`src/rtl/cla_pkg.sv`:
```
// Shared constants, FSM state type and sizing helper for the nibble-serial CLA adder.
package cla_pkg;

   localparam int NIB_W = 4;

   typedef enum logic [1:0] {
      IDLE = 2'd0,
      RUN  = 2'd1,
      DONE = 2'd2
   } state_t;

   // Bits needed to count n nibbles; never less than one so a 4-bit build still has a counter.
   function automatic int clog2(input int n);
      int r;
      r = 0;
      for (int i = 0; i < 32; i++) begin
         if ((1 << r) < n) r++;
      end
      return (r < 1) ? 1 : r;
   endfunction

endpackage

```
`src/rtl/cla4_core.sv`:
```
// Combinational 4-bit carry-lookahead adder; carries come from generate/propagate terms, not a ripple chain.
module cla4_core (
   input  logic [3:0] a,
   input  logic [3:0] b,
   input  logic       cin,
   output logic [3:0] sum,
   output logic       cout
);

   logic [3:0] g;
   logic [3:0] p;
   logic [4:0] c;

   assign g = a & b;
   assign p = a ^ b;

   assign c[0] = cin;
   assign c[1] = g[0] | (p[0] & cin);
   assign c[2] = g[1] | (p[1] & g[0]) | (p[1] & p[0] & cin);
   assign c[3] = g[2] | (p[2] & g[1]) | (p[2] & p[1] & g[0]) | (p[2] & p[1] & p[0] & cin);
   assign c[4] = g[3] | (p[3] & g[2]) | (p[3] & p[2] & g[1]) | (p[3] & p[2] & p[1] & g[0])
               | (p[3] & p[2] & p[1] & p[0] & cin);

   assign sum  = p ^ c[3:0];
   assign cout = c[4];

endmodule

```
`src/rtl/cla_seq_adder.sv`:
```
// WIDTH-bit add/sub built from one shared cla4_core, processing one nibble per clock.
module cla_seq_adder
   import cla_pkg::*;
#(
   parameter int WIDTH = 16
) (
   input  logic             clk,
   input  logic             rst_n,
   input  logic             in_valid,
   output logic             in_ready,
   input  logic [WIDTH-1:0] a,
   input  logic [WIDTH-1:0] b,
   input  logic             cin,
   input  logic             sub,
   output logic             out_valid,
   input  logic             out_ready,
   output logic [WIDTH-1:0] sum,
   output logic             cout,
   output logic             ovf,
   output state_t           dbg_state
);

   localparam int NIB = WIDTH / NIB_W;
   localparam int CW  = clog2(NIB);

   state_t           state;
   state_t           state_nxt;
   logic [CW-1:0]    cnt;
   logic [WIDTH-1:0] a_reg;
   logic [WIDTH-1:0] b_reg;
   logic [WIDTH-1:0] sum_reg;
   logic             carry;
   logic [3:0]       a_nib;
   logic [3:0]       b_nib;
   logic [3:0]       core_sum;
   logic             core_cout;
   logic             last_nib;

   // Handshakes: a transfer happens on a rising edge where valid && ready are both high.
   // Operands transfer only in IDLE, results only in DONE; both ready/valid outputs decode
   // registered state, so no input reaches an output combinationally.
   assign in_ready  = (state == IDLE);
   assign out_valid = (state == DONE);
   assign last_nib  = (cnt == CW'(NIB - 1));

   always_comb begin
      a_nib = '0;
      b_nib = '0;
      for (int k = 0; k < NIB; k++) begin
         if (cnt == CW'(k)) begin
            a_nib = a_reg[k*NIB_W +: NIB_W];
            b_nib = b_reg[k*NIB_W +: NIB_W];
         end
      end
   end

   cla4_core u_core (
      .a    (a_nib),
      .b    (b_nib),
      .cin  (carry),
      .sum  (core_sum),
      .cout (core_cout)
   );

   always_comb begin
      state_nxt = state;
      case (state)
         IDLE:    if (in_valid) state_nxt = RUN;
         RUN:     if (last_nib) state_nxt = DONE;
         DONE:    if (out_ready) state_nxt = IDLE;
         default: state_nxt = IDLE;
      endcase
   end

   always_ff @(posedge clk or negedge rst_n) begin
      if (!rst_n) state <= IDLE;
      else        state <= state_nxt;
   end

   always_ff @(posedge clk or negedge rst_n) begin
      if (!rst_n) begin
         cnt     <= '0;
         a_reg   <= '0;
         b_reg   <= '0;
         sum_reg <= '0;
         carry   <= 1'b0;
      end else begin
         case (state)
            IDLE: begin
               if (in_valid) begin
                  // Subtraction is a + ~b + 1, so the inverted operand and forced carry are latched here.
                  a_reg   <= a;
                  b_reg   <= sub ? ~b : b;
                  carry   <= sub ? 1'b1 : cin;
                  cnt     <= '0;
                  sum_reg <= '0;
               end
            end
            RUN: begin
               for (int k = 0; k < NIB; k++) begin
                  if (cnt == CW'(k)) sum_reg[k*NIB_W +: NIB_W] <= core_sum;
               end
               carry <= core_cout;
               cnt   <= last_nib ? '0 : cnt + 1'b1;
            end
            default: ;
         endcase
      end
   end

   assign sum       = sum_reg;
   assign cout      = carry;
   assign ovf       = (a_reg[WIDTH-1] == b_reg[WIDTH-1]) && (sum_reg[WIDTH-1] != a_reg[WIDTH-1]);
   assign dbg_state = state;

endmodule
```
`config.mk`:
```
export PLATFORM = sky130hd
export DESIGN_NAME = cla_seq_adder
export DESIGN_NICKNAME = d
export VERILOG_FILES = /design/src/rtl/cla_pkg.sv /design/src/rtl/cla4_core.sv /design/src/rtl/cla_seq_adder.sv
export SDC_FILE = /design/constraint.sdc
export NUM_CORES = 1
export LEC_CHECK = 0
export ABC_AREA = 1
export BUFFER_PORTS_ARGS = -buffer_cell sky130_fd_sc_hd__buf_2
export CAP_MARGIN = 15
export CORE_UTILIZATION = 54
export CTS_BUF_LIST = sky130_fd_sc_hd__clkbuf_4 sky130_fd_sc_hd__clkbuf_8 sky130_fd_sc_hd__clkbuf_16
export CTS_CLUSTER_SIZE = 40
export DETAILED_ROUTE_END_ITERATION = 8
export MAX_ROUTING_LAYER = met4
export PLACE_DENSITY = 0.79
export SYNTH_ARGS = -nofsm -noshare
export SYNTH_HDL_FRONTEND = slang
export SYNTH_HIERARCHICAL = 1
export SYNTH_SLANG_ARGS = --single-unit
```
`constraint.sdc`:
```
create_clock -name clk -period 2.8 [get_ports clk]
set_input_delay 0.14 -clock clk [delete_from_list [all_inputs] [get_ports clk]]
set_output_delay 0.14 -clock clk [all_outputs]
set_load 0.02 [all_outputs]
```
==> results.md <==
- Status: finished, final reports clean
- Final worst-path cycle share: 90.4%
- Number of remaining DRC errors: 0
- WHS: 0.00955 ns
- Fill count: 470
- Post-route cell area: 0.00327 mm2
- Max Cap Viol: 0
- Core ar.: 0.00507 mm2
- Setup-failing EPs final: 0
- Tmin final: 2.53 ns
- Drt wl/cell: 11.8 um
- Max Clock Freq: 0.395 GHz
- Synth warn: 6
- CTS buffer count: 5
- Max_slew headroom: 61.6%
- IO buf count: 59
- Switching share of total power: 48.2%
- RSZ-0062 raised after global routing: no
- Worst Setup Start Kind: register
- Diodes inserted: 0
- Post-Route Setup TNS: 0 ns
- Area contributors post-synth: dfrtp_1 (47%), nand2_1 (23%), xnor2_1 (5.2%)
- Site Rows: 26
- First DRT Iteration DRCs: 158
- Placed Cells: 484
- Via/cell ratio: 4.88
- Power Internal: 2.17 mW
- CTS tree: yes
- Crit path max fanout: 8
- HP Class: in -> reg
- Skew-Pair Late Insertion Delay: 0.31 ns
- Critical Path RT: 3.05 ns
- Final wirelength: 5850 um
- TritonRoute pass-1 iters: 4
- Die Height: 74.6 um
- Die Wd: 74.6 um
- Vias: 2411
- Final slew viol count: 0
- Reg2reg setup slack: 0.27 ns
- # H-tree levels: 2
- CP Data Arrival Time: 2.79 ns
- Sw power: 2.01 mW
- Antenna violations before repair: 0
- Ports: 60
- Post-DP Area: 0.00315 mm2
- Pre-CTS setup slack: 0.134 ns
- DP HPWL: 4330 um
- Peak supply drop: 497 uV
- Post-synthesis sequential area ratio: 46.7%
- Cell taking the most area after synthesis: dfrtp_1
- Avg Synthesized Cell Area: 7.81 um2
- Clock Tree Buf Depth: 2
- GR peak layer: met2
- Grt ovf: 0
- Sequential fraction of design power: 32.4%
- Post-CTS setup buffers: 0
- Logic pwr share: 56.8%
- CP Class: reg -> reg
- PwrDens: 1280 mW/mm2
- Leak: 1.84 nW
- Met1 Use GR: 32.2%
- Post-synth top area share: 46.7%
- Crit. End Element: register
- Antenna-violating nets left: 0
- Routability Congestion: 0.842
- #FFs+latches synth: 53
- Final worst slack: 0.268 ns
- Core Util, Final: 64.4%
- Total Routing Usage GR: 24.5%
- Layout area overhead: 15.0%
- Clock transition at path regs: 0.09 ns
- GRT met2 Usage: 37.5%
- Tot Pwr: 4.18 mW
- Final std cells w/o fill: 494
- First-pass GRT wire length: 9870 um
- Net count, final: 470
- Syn nets: 411
- Largest net degree at the start of global routing: 59
- Clock Sinks: 53
- Initial Util: 56.0%
- Share of cells above drive strength 1: 20.5%
- Layout Skew: 0.00931 ns
- Netlist cell types: 28
- Vias in the first global route: 2186
- Cells after synthesis: 364
- Root Driver: clkbuf_8
- Die area: 0.00556 mm2
- Slew @ Worst Pin: 0.576 ns
- Clk pwr share: 10.8%
- Hold Vio Cnt, Final: 0
- Synthesized cell area: 0.00284 mm2
- Routing usage on met3: 5.42%
-- critical path: stages (launching register included) --
cell	delay [ns]
dfrtp_1	0.43
inv_1	0.11
ha_1	0.15
inv_1	0.08
nor2_2	0.30
nand2_1	0.09
nand2_1	0.08
nand2_1	0.05
nand2_1	0.09
inv_1	0.07
fa_1	0.43
xnor2_1	0.16
inv_1	0.07
nor2_2	0.19
nand2_1	0.09
nand2_1	0.07
-- layout make-up --
cell class | instances | area (um2) | share of cell area, %
multi-input cells | 274 | 1320 | 40.4
repair buffers | 66 | 353 | 10.8
inverters | 23 | 86.3 | 2.64
clock buffers | 6 | 82.6 | 2.53
well taps | 70 | 87.6 | 2.68
clock inverters | 2 | 13.8 | 0.421
flip-flops and latches | 53 | 1330 | 40.6
-- repair_timing --
item	4_1_cts	5_1_grt
hold buffers	2	0
resized for setup	0	1
setup endpoints to repair	0	16
endpoints found under the hold margin	23	0
-- layout by cell type (no fill, tap or decap), drive strengths merged --
| cell type | instances |
|---|---|
| o31ai | 1 |
| o211ai | 1 |
| fa | 1 |
| buf | 64 |
| nand2 | 176 |
| clkinv | 3 |
| inv | 22 |
| nor2 | 27 |
| or2 | 1 |
| xnor2 | 17 |
| clkbuf | 6 |
| dfrtp | 53 |
| ha | 8 |
| o21ai | 18 |
| dlygate4sd3 | 2 |
| nand3 | 9 |
| nand4 | 2 |
| a21oi | 13 |
-- per-layer routing --
metal / up-vias / routed length [um]
li1: 1232 / -
met1: 1107 / 2720
met2: 63 / 2750
met3: 9 / 273
met4: 0 / 100
met5: - / 0
-- synth_stat cells --
cell and number:
nand2_4 1, nand4_1 2, o31ai_1 1, or2_0 1, o211ai_1 1, nor2_4 2, inv_1 21, nand3_1 9
nor2_1 21, dfrtp_1 53, buf_6 4, inv_2 1, xnor2_1 17, o21ai_0 5, o21ai_2 3, clkinv_1 1
fa_1 1, buf_4 4, clkbuf_1 1, ha_1 8, nor2_2 4, o21ai_1 10, nand2_1 172, a21oi_1 13
clkbuf_2 1, buf_2 3, buf_8 1, nand2_2 3
-- worst paths after layout --
kind                       cells past startpoint    from  endpoint
setup reg to reg                              15  cnt[0]   sum[13]
hold reg to reg                                2  sum[9]    sum[9]
min in group asynchronous                      2   rst_n    sum[1]
hold / removal                                 3    a[5]  a_reg[5]
setup / recovery                              15  cnt[0]   sum[13]
max in group asynchronous                      3   rst_n  b_reg[1]
-- cell families after synthesis --
logic type / Yosys count / synth area share [%]
compound gates: 33 / 6.38
xor+xnor: 17 / 5.24
fa+ha+maj: 9 / 4.23
buf+inv: 37 / 7.04
flops: 53 / 46.7
simple gates: 215 / 30.5
-- power by group through the flow --
| stage | clock [mW] | sequential (mW) | combinational, mW |
|---|---|---|---|
| 6_report | 0.452 | 1.35 | 2.38 |
| 5_1_grt | 0.494 | 1.39 | 2.75 |
| 4_1_cts | 0.461 | 1.35 | 2.38 |
| 3_5_place_dp | 0 | 1.36 | 2.37 |
| 3_3_place_gp | 0 | 1.35 | 2.30 |
| 2_1_floorplan | 0 | 1.40 | 1.79 |
No activity file was read; power rests on OpenSTA's default activity.
